===== src/rtl/yuyin_pkg.sv =====
// Shared types and constants for the voice-clip playback scheduler.
package yuyin_pkg;

    localparam int unsigned ADDR_W_DEF = 7;
    localparam int unsigned DROP_CNT_W = 8;

    typedef enum logic [2:0] {
        ST_IDLE      = 3'd0,
        ST_START     = 3'd1,
        ST_WAIT_BUSY = 3'd2,
        ST_PLAYING   = 3'd3,
        ST_GAP       = 3'd4
    } sched_state_t;

    function automatic int unsigned max3(input int unsigned a,
                                         input int unsigned b,
                                         input int unsigned c);
        int unsigned m;
        m = (a > b) ? a : b;
        return (m > c) ? m : c;
    endfunction

endpackage


===== src/rtl/yuyin_req_fifo.sv =====
// Request queue: synchronous FIFO with first-word-fall-through head output.
module yuyin_req_fifo
    import yuyin_pkg::*;
#(
    parameter int unsigned ADDR_W     = ADDR_W_DEF,
    parameter int unsigned FIFO_DEPTH = 4
) (
    input  logic              clk,
    input  logic              rst,
    input  logic              push,
    input  logic [ADDR_W-1:0] push_data,
    input  logic              pop,
    output logic [ADDR_W-1:0] head,
    output logic              full,
    output logic              empty
);

    localparam int unsigned IDX_W = (FIFO_DEPTH > 1) ? $clog2(FIFO_DEPTH) : 1;
    localparam int unsigned PTR_W = IDX_W + 1;

    logic [ADDR_W-1:0] mem [FIFO_DEPTH];
    logic [PTR_W-1:0]  wr_ptr;
    logic [PTR_W-1:0]  rd_ptr;
    logic              do_push;
    logic              do_pop;

    // Pointer comparison with an extra wrap bit distinguishes full from empty.
    always_comb begin
        empty   = (wr_ptr == rd_ptr);
        full    = (wr_ptr[IDX_W-1:0] == rd_ptr[IDX_W-1:0]) &&
                  (wr_ptr[PTR_W-1] != rd_ptr[PTR_W-1]);
        do_pop  = pop & ~empty;
        do_push = push & (~full | do_pop);
        head    = mem[rd_ptr[IDX_W-1:0]];
    end

    // Pointer update; reset only empties the queue, storage is left as-is.
    always_ff @(posedge clk) begin
        if (rst) begin
            wr_ptr <= '0;
            rd_ptr <= '0;
        end else begin
            if (do_push) wr_ptr <= wr_ptr + 1'b1;
            if (do_pop)  rd_ptr <= rd_ptr + 1'b1;
        end
    end

    // Storage write; when full, the slot written is the one being popped this cycle.
    always_ff @(posedge clk) begin
        if (do_push) mem[wr_ptr[IDX_W-1:0]] <= push_data;
    end

endmodule


===== src/rtl/yuyin_play_sched.sv =====
// Voice-clip playback scheduler: arbitrates key/UART requests into a queue and
// plays them one at a time on the voice chip.
// Optional watchdog on the chip-busy waits: define YUYIN_TIMEOUT_EN.
module yuyin_play_sched
    import yuyin_pkg::*;
#(
    parameter int unsigned ADDR_W      = ADDR_W_DEF,
    parameter int unsigned FIFO_DEPTH  = 4,
    parameter int unsigned START_CYC   = 50,
    parameter int unsigned GAP_CYC     = 1000,
    parameter int unsigned TIMEOUT_CYC = 50_000_000
) (
    input  logic                  clk,
    input  logic                  rst,
    input  logic                  uart_req,
    input  logic [ADDR_W-1:0]     uart_addr,
    input  logic                  key_req,
    input  logic [ADDR_W-1:0]     key_addr,
    input  logic                  play_busy,
    output logic [ADDR_W-1:0]     play_addr,
    output logic                  play_start,
    output logic                  sched_busy,
    output logic                  fifo_full,
    output logic [DROP_CNT_W-1:0] drop_cnt
);

    localparam int unsigned CNT_W = $clog2(max3(START_CYC, GAP_CYC, TIMEOUT_CYC) + 1);

    sched_state_t          state, state_n;
    logic [CNT_W-1:0]      cnt, cnt_n;
    logic                  any_req, push, pop, load_addr, abort;
    logic                  fifo_empty, fifo_full_i;
    logic [ADDR_W-1:0]     push_addr, head_addr;
    logic [1:0]            drop_inc;
    logic [DROP_CNT_W+1:0] drop_sum;

    yuyin_req_fifo #(
        .ADDR_W     (ADDR_W),
        .FIFO_DEPTH (FIFO_DEPTH)
    ) u_fifo (
        .clk       (clk),
        .rst       (rst),
        .push      (push),
        .push_data (push_addr),
        .pop       (pop),
        .head      (head_addr),
        .full      (fifo_full_i),
        .empty     (fifo_empty)
    );

    // Enqueue mux: key wins a same-cycle collision; a full queue still accepts when popping.
    always_comb begin
        any_req   = key_req | uart_req;
        push_addr = key_req ? key_addr : uart_addr;
        push      = any_req & (~fifo_full_i | pop);
        drop_inc  = {1'b0, key_req & uart_req} + {1'b0, any_req & ~push} + {1'b0, abort};
        drop_sum  = {2'b00, drop_cnt} + {{DROP_CNT_W{1'b0}}, drop_inc};
    end

`ifdef YUYIN_TIMEOUT_EN
    logic [CNT_W-1:0] wd_cnt, wd_cnt_n;
    logic             wd_expired;

    // Watchdog counts cycles spent in a busy-wait state; cleared on any state change.
    always_ff @(posedge clk) begin
        if (rst) wd_cnt <= '0;
        else     wd_cnt <= wd_cnt_n;
    end

    // Watchdog next value and expiry flag.
    always_comb begin
        wd_expired = (wd_cnt == CNT_W'(TIMEOUT_CYC - 1));
        wd_cnt_n   = '0;
        if ((state == ST_WAIT_BUSY || state == ST_PLAYING) && state_n == state)
            wd_cnt_n = wd_cnt + 1'b1;
    end
`endif

    // State, cycle counter, latched address and saturating drop counter.
    always_ff @(posedge clk) begin
        if (rst) begin
            state     <= ST_IDLE;
            cnt       <= '0;
            play_addr <= '0;
            drop_cnt  <= '0;
        end else begin
            state <= state_n;
            cnt   <= cnt_n;
            if (load_addr) play_addr <= head_addr;
            if (drop_sum[DROP_CNT_W+1:DROP_CNT_W] != 2'b00) drop_cnt <= '1;
            else                                           drop_cnt <= drop_sum[DROP_CNT_W-1:0];
        end
    end

    // Playback sequencing: next state, pop request and counter control.
    always_comb begin
        state_n   = state;
        cnt_n     = cnt;
        pop       = 1'b0;
        load_addr = 1'b0;
        abort     = 1'b0;
        case (state)
            ST_IDLE: begin
                if (!fifo_empty) begin
                    pop       = 1'b1;
                    load_addr = 1'b1;
                    cnt_n     = '0;
                    state_n   = ST_START;
                end
            end
            ST_START: begin
                if (cnt == CNT_W'(START_CYC - 1)) begin
                    cnt_n   = '0;
                    state_n = ST_WAIT_BUSY;
                end else begin
                    cnt_n = cnt + 1'b1;
                end
            end
            ST_WAIT_BUSY: begin
                if (play_busy) state_n = ST_PLAYING;
`ifdef YUYIN_TIMEOUT_EN
                else if (wd_expired) begin
                    cnt_n   = '0;
                    abort   = 1'b1;
                    state_n = ST_GAP;
                end
`endif
            end
            ST_PLAYING: begin
                if (!play_busy) begin
                    cnt_n   = '0;
                    state_n = ST_GAP;
                end
`ifdef YUYIN_TIMEOUT_EN
                else if (wd_expired) begin
                    cnt_n   = '0;
                    abort   = 1'b1;
                    state_n = ST_GAP;
                end
`endif
            end
            ST_GAP: begin
                if (cnt == CNT_W'(GAP_CYC - 1)) begin
                    cnt_n   = '0;
                    state_n = ST_IDLE;
                end else begin
                    cnt_n = cnt + 1'b1;
                end
            end
            default: state_n = ST_IDLE;
        endcase
    end

    // Chip-facing and status outputs.
    always_comb begin
        play_start = (state == ST_START);
        sched_busy = (state != ST_IDLE) | ~fifo_empty;
        fifo_full  = fifo_full_i;
    end

endmodule

===== config.mk =====
export PLATFORM = sky130hd
export DESIGN_NAME = yuyin_play_sched
export DESIGN_NICKNAME = d
export VERILOG_FILES = /design/src/rtl/yuyin_pkg.sv /design/src/rtl/yuyin_req_fifo.sv /design/src/rtl/yuyin_play_sched.sv
export SDC_FILE = /design/constraint.sdc
export NUM_CORES = 1
export LEC_CHECK = 0
export ABC_AREA = 1
export BUFFER_PORTS_ARGS = -buffer_cell sky130_fd_sc_hd__buf_2
export CORE_ASPECT_RATIO = 1.4
export CORE_MARGIN = 2
export CORE_UTILIZATION = 60
export CTS_CLUSTER_SIZE = 14
export DETAILED_ROUTE_END_ITERATION = 7
export PLACE_DENSITY = 0.88
export SYNTH_ARGS = -nofsm -noshare
export SYNTH_HDL_FRONTEND = slang
export SYNTH_SLANG_ARGS = --single-unit

===== constraint.sdc =====
create_clock -name clk -period 6.7 [get_ports clk]
set_input_delay 1.34 -clock clk [delete_from_list [all_inputs] [get_ports clk]]
set_output_delay 1.34 -clock clk [all_outputs]
set_load 0.1 [all_outputs]

==> metrics <==
Mean Syn Cell Area=7.60 um2; Synth Area in Compound Gates=11.5%; Tmin final=3.36 ns; # IOs=37; cell chain of the critical path=xnor2_4, nand2_1, nor2_2, buf_2; Clock Skew=0.00796 ns; GR Overflow Total=0; Worst Setup Path Type=flip-flop to output port; critical path data required time=approximately 5.4 ns; Core Area=7030 um2; M3 GR Usage=2.91%; # rows=36; synth top area cells=dfxtp_1 23%, edfxtp_1 19%, nand2_1 9.1%; Slew headroom=roughly 48%; 1st-pass router iterations=5; Synth top area share=22.7%; Worst Path Arrival=2.02 ns; status=finished clean; CTS buffer count=9; number of vias per cell=5.39; post-route ant nets=0; crit-path max FO=17; Max Fclk=298 MHz; total negative slack=0 ns; Top Usage Layer GRT=met2; final setup fails=0; n_diodes=0; Max Cap Viol=0; H-tree depth=3; Max VDD drop=279 uV; port bufs=36; total chip power=1.62 mW; main combinational cell family by area after synthesis=simple AND/OR/NAND/NOR gates; fin crit share=about 50%; crit path max-delay cell type=dfxtp_1; met2 Use GR=50.8%; Setup Fix Bufs, Post-CTS=0; LEAKAGE=1.98 nW; final hold violations=0; PwrDens=340 nW/um2; crit end category=output port; Clk Latency, worst-skew pair=0.36 ns; first-pass GRT wire length=16,400 um; startpoint class of the critical path=flip-flop; CP max stage delay=around 0.76 ns; Clock Tree Root=clkbuf_8; TritonCTS clock tree=yes; Min-Delay Path Class=flip-flop to flip-flop; Adder-Cell Fraction of Synth Area=2.73%; number of clock sinks=78; All-Layer GR Usage=around 26%; dpl hpwl=7330 um; layout cells sized above 1=17.4%; footprint of the multi-input gates=2150 um2; Total Routed Length=9670 um; RSZ-0062 raised after global routing=false; cell area after synthesis=roughly 4400 um2; worst slew pin tran=between 0.7 and 0.8 ns; DIE AREA=8050 um2; hold-fix buffers at CTS=0; largest net degree at the start of global routing=27; Placement Setup Slack=3.08 ns; routed vias=3,832; Die W=76.4 um; GP Congestion=~0.99; register bit count reported by yosys=a little under 80; antenna violations before repair=0; Seq/Total Area, Yosys=between 40% and 50%; post-synthesis simple-gate area fraction=31.6%; WL per Instance=13.6 um; die height=105 um; Cells after Synth=approximately 580; Fin Hold WS=0.505 ns; dpl cell area=4590 um2; Seq. cell area=~1800 um2; Iter 0 DRT Violations=239; Net Count, Synth=slightly above 600; XOR/XNOR share of the synthesized area=around 3.2%; dominant cell type by area after synthesis=dfxtp_1; Initial Util=about 63%; final instance area=between 4000 and 5000 um2; vias in the first global route=3,829; fillers=605; Worst R2R Setup Slack=between 3 and 4 ns; synth unique cells=46; multiplexer area fraction after synthesis=0%; Yosys warnings=0; area delta synth->final=8.39%; remaining routing DRC violations=0; Clock transition at path regs=0.08 ns; post-CTS sizing=0; final worst slack=~3.3 ns; routing usage on met1=approximately 25%; CTS max path bufs=2; Post-layout nets=639; count of final max-slew check failures=0
registers in the layout (all words and copies together), names as in the netlist:
name and cells:
u_fifo.mem 28, play_addr 7, state 3, u_fifo.rd_ptr 3, u_fifo.wr_ptr 3, cnt 26
drop_cnt 8
path summary, 6_finish.rpt:
path               startpoint          end  depth (start not counted)
max          u_fifo.rd_ptr[0]    fifo_full                          4
min                    cnt[1]       cnt[1]                          2
max reg2reg  u_fifo.rd_ptr[0]  drop_cnt[3]                         13
min reg2reg            cnt[1]       cnt[1]                          2
layout make-up:
type,count,area share [%]
Clock inverter,7,1.18
Tap cell,95,2.49
Multi-Input combinational cell,408,45.2
Timing Repair Buffer,36,3.78
Clock buffer,9,2.60
Inverter,78,6.16
Sequential cell,78,38.6
kinds of logic (layout without fill, tap and decap cells):
family                     after synthesis  after routing
buffers and inverters                   93            130
and+or+nand+nor                        303            303
AOI/OAI and AO/OA                       84             84
DFF                                     78             78
xor gates and xnor gates                12             12
adders and majority gates                9              9
critical path: cells and delay by family, from the launching register on:
kind / cells / cell delay [ns]
flip-flops: 1 / 0.76
buffers and inverters: 1 / 0.45
AND/OR/NAND/NOR: 2 / 0.24
XOR/XNOR: 1 / 0.20
per-stage QoR:
stage	std cells	util [%]
6_report	711	67.9
3_5_place_dp	695	65.3
4_1_cts	711	67.9
2_1_floorplan	579	-
5_1_grt	711	67.9
3_3_place_gp	695	65.3
synth_stat cells (all sizes together):
cell type	number
nor3	7
a31oi	8
o21bai	1
nand2	123
fa	1
or2	2
xor2	8
ha	8
a21oi	31
nand4	15
o211ai	3
xnor2	4
a211oi	1
edfxtp	28
dfxtp	50
a21boi	1
nor3b	1
nand3b	1
inv	77
clkbuf	5
o21ai	39
buf	10
nand3	50
nor2	104
clkinv	1
power breakdown:
group	switching, mW	internal [mW]	total (mW)
sequential	0.0495	0.545	0.595
clock	0.186	0.139	0.325
combinational	0.545	0.157	0.702
total	0.780	0.841	1.62
placed cells by master (no fill, tap or decap), types with 9 or more instances in the layout:
master	instances
nand3_1	48
buf_2	36
nand4_1	14
o21ai_0	31
edfxtp_1	28
dfxtp_1	50
clkbuf_8	9
nand2_2	14
inv_1	72
nor2_1	94
a21oi_2	10
a21oi_1	21
nand2_1	107
layer usage:
layer | up-vias | wire, um
li1 | 1951 | -
met1 | 1732 | 3620
met2 | 118 | 5380
met3 | 31 | 295
met4 | 0 | 374
met5 | - | 0
No activity file was read; power rests on OpenSTA's default activity.
